[src/rtl/instr_encoder_loader.sv]
// Encodes decoded RV32I instruction fields into 32-bit words and writes them
// sequentially into instruction memory, one word per two cycles.
module instr_encoder_loader #(
  parameter int unsigned ADDR_W    = 8,
  parameter logic [31:0] BASE_ADDR = 32'h0000_0000
) (
  input  logic              clk,
  input  logic              rst_n,
  input  logic              start,
  input  logic              in_valid,
  output logic              in_ready,
  input  logic [3:0]        in_kind,
  input  logic [4:0]        in_rd,
  input  logic [4:0]        in_rs1,
  input  logic [4:0]        in_rs2,
  input  logic [2:0]        in_func3,
  input  logic              in_f7b5,
  input  logic [31:0]       in_imm,
  input  logic              in_last,
  output logic              imem_we,
  output logic [31:0]       imem_addr,
  output logic [31:0]       imem_wdata,
  output logic [ADDR_W:0]   count,
  output logic              done,
  output logic              err_kind,
  output logic              overflow
);

  localparam logic [ADDR_W:0] DEPTH = {1'b1, {ADDR_W{1'b0}}};

  localparam logic [6:0] OP_LOAD   = 7'b0000011;
  localparam logic [6:0] OP_STORE  = 7'b0100011;
  localparam logic [6:0] OP_RTYPE  = 7'b0110011;
  localparam logic [6:0] OP_ITYPE  = 7'b0010011;
  localparam logic [6:0] OP_LUI    = 7'b0110111;
  localparam logic [6:0] OP_AUIPC  = 7'b0010111;
  localparam logic [6:0] OP_JALR   = 7'b1100111;
  localparam logic [6:0] OP_JAL    = 7'b1101111;
  localparam logic [6:0] OP_BRANCH = 7'b1100011;

  typedef enum logic [3:0] {
    K_LW     = 4'd0,
    K_SW     = 4'd1,
    K_RTYPE  = 4'd2,
    K_ITYPE  = 4'd3,
    K_LUI    = 4'd4,
    K_AUIPC  = 4'd5,
    K_JALR   = 4'd6,
    K_JAL    = 4'd7,
    K_BRANCH = 4'd8
  } kind_t;

  typedef enum logic [1:0] {IDLE, ACCEPT, WRITE, DONE} state_t;

  state_t          state;
  logic            last_pending;
  logic [31:0]     enc_word;
  logic            enc_illegal;
  logic [ADDR_W:0] count_inc;

  assign count_inc = count + 1'b1;

  // Combinational field-to-word encoder; illegal kinds become a NOP
  always_comb begin
    enc_word    = '0;
    enc_illegal = 1'b0;
    case (in_kind)
      K_LW:     enc_word = {in_imm[11:0], in_rs1, 3'b010, in_rd, OP_LOAD};
      K_SW:     enc_word = {in_imm[11:5], in_rs2, in_rs1, 3'b010, in_imm[4:0], OP_STORE};
      K_RTYPE:  enc_word = {1'b0, in_f7b5, 5'b0, in_rs2, in_rs1, in_func3, in_rd, OP_RTYPE};
      K_ITYPE: begin
        if (in_func3 == 3'b001 || in_func3 == 3'b101)
          enc_word = {1'b0, in_f7b5, 5'b0, in_imm[4:0], in_rs1, in_func3, in_rd, OP_ITYPE};
        else
          enc_word = {in_imm[11:0], in_rs1, in_func3, in_rd, OP_ITYPE};
      end
      K_LUI:    enc_word = {in_imm[31:12], in_rd, OP_LUI};
      K_AUIPC:  enc_word = {in_imm[31:12], in_rd, OP_AUIPC};
      K_JALR:   enc_word = {in_imm[11:0], in_rs1, 3'b000, in_rd, OP_JALR};
      K_JAL:    enc_word = {in_imm[20], in_imm[10:1], in_imm[11], in_imm[19:12], in_rd, OP_JAL};
      K_BRANCH: enc_word = {in_imm[12], in_imm[10:5], in_rs2, in_rs1, in_func3,
                            in_imm[4:1], in_imm[11], OP_BRANCH};
      default: begin
        enc_word    = 32'h0000_0013;
        enc_illegal = 1'b1;
      end
    endcase
  end

  // Session FSM with registered handshake, write port and status outputs
  always_ff @(posedge clk) begin
    if (!rst_n) begin
      state        <= IDLE;
      in_ready     <= 1'b0;
      imem_we      <= 1'b0;
      imem_addr    <= BASE_ADDR;
      imem_wdata   <= '0;
      count        <= '0;
      done         <= 1'b0;
      err_kind     <= 1'b0;
      overflow     <= 1'b0;
      last_pending <= 1'b0;
    end else begin
      case (state)
        IDLE, DONE: begin
          if (start) begin
            state    <= ACCEPT;
            count    <= '0;
            done     <= 1'b0;
            err_kind <= 1'b0;
            overflow <= 1'b0;
            // ACCEPT is only entered with count below capacity
            in_ready <= 1'b1;
          end
        end
        ACCEPT: begin
          if (in_valid && in_ready) begin
            state        <= WRITE;
            in_ready     <= 1'b0;
            imem_we      <= 1'b1;
            imem_addr    <= BASE_ADDR + (32'(count) << 2);
            imem_wdata   <= enc_word;
            last_pending <= in_last;
            if (enc_illegal) err_kind <= 1'b1;
          end
        end
        WRITE: begin
          imem_we <= 1'b0;
          count   <= count_inc;
          if (last_pending) begin
            state <= DONE;
            done  <= 1'b1;
          end else if (count_inc == DEPTH) begin
            state    <= DONE;
            done     <= 1'b1;
            overflow <= 1'b1;
          end else begin
            state    <= ACCEPT;
            in_ready <= 1'b1;
          end
        end
        default: state <= IDLE;
      endcase
    end
  end

endmodule

[config.mk]
export PLATFORM = sky130hd
export DESIGN_NAME = instr_encoder_loader
export DESIGN_NICKNAME = d
export VERILOG_FILES = /design/src/rtl/instr_encoder_loader.sv
export SDC_FILE = /design/constraint.sdc
export NUM_CORES = 1
export LEC_CHECK = 0
export CORE_UTILIZATION = 40
export CTS_BUF_LIST = sky130_fd_sc_hd__clkbuf_8
export DETAILED_ROUTE_END_ITERATION = 8
export MAX_ROUTING_LAYER = met4
export PLACE_DENSITY = 0.76
export SYNTH_ARGS = -nofsm -noshare
export SYNTH_HDL_FRONTEND = slang
export SYNTH_SLANG_ARGS = --single-unit
[constraint.sdc]
create_clock -name clk -period 3.35 [get_ports clk]
set_clock_uncertainty 0.05 [all_clocks]
set_input_delay 0.335 -clock clk [delete_from_list [all_inputs] [get_ports clk]]
set_output_delay 0.335 -clock clk [all_outputs]
set_load 0.05 [all_outputs]
# Yosys cells after proc, flatten, opt, wreduce, memory -nomap -nowiden

Index checks and enable logic that the tools add are counted.
W data, S select, Z words.

$add $sub $neg: 1
Eq/ne operators: 21
Muxes and demuxes: 25
Reduce and logical (&&, ||, !) cells: 17

Operator list:

| operator              | number |
|---|---|
| $pmux W32 S9          | 1 |
| $mux W32              | 1 |
| $pmux W9 S2           | 1 |
| $eq A4 B3 Y1 const B  | 4 |
| $ne A2 B2 Y1 const B  | 6 |
| $reduce_and A4 Y1     | 3 |
| $mux W1               | 11 |
| $add A9 B1 Y9 const B | 1 |
| $eq A9 B9 Y1 const B  | 1 |
| $mux W9               | 1 |
| $reduce_or A9 Y1      | 1 |
| $eq A4 B2 Y1 const B  | 2 |
| $mux W2               | 4 |
| $pmux W1 S2           | 4 |
| $reduce_and A2 Y1     | 4 |
| $pmux W2 S3           | 1 |
| $reduce_bool A2 Y1    | 3 |
| $eq A2 B2 Y1 const B  | 2 |
| $eq A4 B1 Y1 const B  | 1 |
| $eq A4 B4 Y1 const B  | 1 |
| $logic_not A4 Y1      | 1 |
| $eq A3 B1 Y1 const B  | 1 |
| $eq A3 B3 Y1 const B  | 1 |
| $ne A3 B3 Y1 const B  | 1 |
| 7 further kinds       | 7 |

Register bits after elaboration: 58
Output and inout port bits: 78
Logic and storage cells: 74

# Logic depth before layout (Yosys ltp)

Depth in word-level cells: 5
Gate-level depth with buffers: 8
Gate-level depth less buffers: 7

# Least setup slack after synthesis

OpenSTA, ideal clock, no wires.

Kind: flip-flop to flip-flop
Start: register count[0]
End: register in_ready
Library setup time: 0.070 ns
Data arrival time: 2.018 ns
Required time: 3.230 ns
Slack: 1.212 ns
Cell stages (with the launch flop): 8
Buffers on the path: 1
Path through: dfxtp_1 -> ha_1 -> buf_4 -> nand4_1 -> or4_1 -> o21bai_2 -> o21ai_0 -> a21boi_1

Word-level cells in the longest chain between the ends: 4

Ends and longest elaborated chain:

| item                               | RTL line | source |
|---|---|---|
| start, declared                    | 23       | `output logic [ADDR_W:0] count,` |
| start signal, assigned             | 129      | `count <= count_inc;` |
| $add A9 B1 Y9                      | 61       | `assign count_inc = count + 1'b1;` |
| $eq A9 B9 Y1                       | 133      | `end else if (count_inc == DEPTH) begin` |
| $ne A2 B2 Y1 (no source line)      | n/a      |  |
| $reduce_and A4 Y1 (no source line) | n/a      |  |
| end signal, assigned               | 94       | `in_ready <= 1'b0;` |
| end signal, assigned               | 119      | `in_ready <= 1'b0;` |
| end signal, assigned               | 139      | `in_ready <= 1'b1;` |
| end, declared                      | 11       | `output logic in_ready,` |

No other way between the ends.
A chain may end at the register's enable or synchronous reset.

# Final worst setup path

Start: register count[2]
End: output count[2]

No word-level cell between the ends.

==> run metrics <==
run status finished clean; Post-Synthesis Mean Instance Area 8.26 um^2; share of the yosys chip area belonging to registers 0.346; number of ports placed on the die boundary 138; post-layout min period roughly 2.2 ns; list of most frequent post-synthesis cells dfxtp_1, nand2_1, buf_4; most repeated cell in the gate-level netlist after synthesis dfxtp_1; diodes inserted 0; via count of the first global-routing pass around 3200; count of flip-flops with a built-in enable after synthesis 0; antenna violations before repair 0; HPWL Detailed between 6000 and 7000 um; fraction of power spent switching nets 0.340; Cell Int Power 1.37 mW; cell accounting for the most synthesized area dfxtp_1; cell leakage power around 1.8 nW; hold buffer count at cts 0; Worst-Skew Late Latency 0.34 ns; register bit count reported by yosys 57; number of pins exceeding their max-slew limit in the final report 0; die area approximately 0.0086 mm^2; Final GP Congestion approximately 0.88; pwr dens 452 mW/mm^2; warning count from the yosys run 0; final hold vios 0; startpoint kind of the worst setup timing path flip-flop; CTS H-tree depth 3; iteration-0 DRC count of the detailed router roughly 180; total CTS buffers 9; total of fill cells in the finished design approximately 720; core region area 0.00785 mm^2; Total Negative Setup Slacks 0 ns; Cell Area, Placed between 0.004 and 0.005 mm^2; first-pass GRT wire length 15500 um; clock tree from TritonCTS built; slowest stage delay, CP 0.89 ns; sequential cell area between 0.001 and 0.0015 mm^2; standard-cell rows 32; Crit path buffers/inverters 1; Area growth, synth to finish 39.4%; actual transition at the worst max-transition pin ~0.7 ns; critical path cell sequence clkdlybuf4s50_1; sequential group share of total power 0.359; Slowest-stage cell, CP clkdlybuf4s50_1; class of the tightest hold or removal check primary input to flip-flop; post-route insts no fill slightly above 600; most used flip-flop cell after synthesis dfxtp_1; clock-pin slew on the worst setup and hold paths approximately 0.07 ns; share of cells above drive strength 1 0.0774; total global routing track utilization 0.233; critical path data required time between 2 and 3 ns; post-route fraction of the period consumed by the critical path 0.661; power share of the clock group 0.350; setup fix buffers added after clock tree synthesis 0; share of synthesized registers carrying an async set or reset 0; Clock Sink Count 57; number of port buffers ~110; area of the multi-input gates ~0.0019 mm^2; chip width a little over 90 um; Max rail drop VDD about 270 uV; power spent charging and discharging nets 0.707 mW; total wire length between 9000 and 10000 um; netlist area before placement approximately 0.0033 mm^2; vias 3322; buffer levels on the longest clock path 2; Critical Path AT around 1.8 ns; max-capacitance violation count 0; Final setup viols 0; Die H 92.8 um; top area cells in the synthesized netlist dfxtp_1, buf_4, nand2_1, o21ai_0, a22oi_1; logic gate share of total power 0.291; CTS resizes 0; Max-slew headroom 0.543; initial standard-cell utilization of the core 0.420; count of different cell masters after synthesis 62; unrepaired setup endpoints after global routing false; residual overflow from global routing 0; category of the critical setup timing path flip-flop to primary output; CTS root buffer clkbuf_8; Final nets 563; Routed WL per cell roughly 16 um; total power about 2.1 mW; instance count of the mapped netlist 399; via count normalized by instance count approximately 5.5; pin count of the biggest net entering global routing 38; cell count after placement between 500 and 600; area of all placed cells without fillers 0.00459 mm^2; critical path's top delay family buffers and inverters; count of TritonRoute iterations in the first routing pass 5; largest driver fanout on the critical path 13; Residual DRC 0; DRT antenna net count 0; upper clock frequency limit 452 MHz; endpoint class of the critical path primary output; area share of the leading cell type in the synthesized netlist 0.346
-- registers in the layout, indices dropped and copies added (netlist names) --
name          flops
imem_wdata       31
imem_we           1
count             9
done              1
overflow          1
err_kind          1
state             2
in_ready          1
last_pending      1
imem_addr         9
-- cell families (layout without fill, tap and decap cells) --
group,after synthesis,in the layout,synth area share
mux,12,12,0.0391
simple gates,131,131,0.205
buf+inv,63,146,0.109
compound gates,130,130,0.282
other cells,1,23,0.00114
xor+xnor,1,1,0.00266
fa+ha+maj,4,4,0.0152
flops,57,57,0.346
-- power by group through the flow --
stage / Clock [mW] / Combinational (mW) / Sequential, mW
2_1_floorplan: 0 / 0.314 / 0.868
3_3_place_gp: 0 / 0.597 / 0.759
6_report: 0.727 / 0.604 / 0.746
4_1_cts: 0.744 / 0.604 / 0.745
5_1_grt: 0.777 / 0.650 / 0.751
3_5_place_dp: 0 / 0.601 / 0.760
-- placed cells by master (no fill, tap or decap), drive strengths merged, types with 8 or more instances in the layout --
cell	instances
nand4	8
conb	23
inv	8
dfxtp	57
o21ai	27
nand2	44
nor2	19
a21boi	16
and3	8
nor2b	18
o211a	8
clkbuf	10
nand3	10
clkdlybuf4s50	113
a21oi	22
buf	9
a22oi	16
-- metal layers --
layer / GRT usage / wire length (um) / vias up
met5: - / 0 / -
met4: 0.0603 / 78 / 0
li1: - / - / 1621
met2: 0.377 / 4530 / 157
met1: 0.291 / 4170 / 1535
met3: 0.0567 / 629 / 9
-- path summary, 6_finish.rpt --
| check | start | endpoint | slack [ns] | cells past startpoint |
|---|---|---|---|---|
| max | count[2] | count[2] | 1.14 | 1 |
| min | rst_n | imem_wdata[20] | 0.36 | 3 |
| max reg2reg | state[0] | in_ready | 1.26 | 7 |
| min reg2reg | imem_addr[3] | imem_addr[3] | 0.41 | 2 |
-- metrics by stage --
step	worst slack [ns]	util	hold WS, ns
after floorplan	1.21	-	0.394
after global placement	0.939	0.557	0.400
after detailed placement	0.868	0.557	0.406
after CTS	1.13	0.585	0.348
after global routing	1.03	0.585	0.367
final	1.14	0.585	0.357
-- final cells by class --
cell class	instances	area share
Sequential cell	57	0.248
Inverter	8	0.00654
Clock buffer	10	0.0300
Timing Repair Buffer	122	0.260
Clock inverter	6	0.0180
Multi-Input combinational cell	301	0.409
Tap cell	102	0.0278
Note: power is estimated with default switching activity, not from simulation.
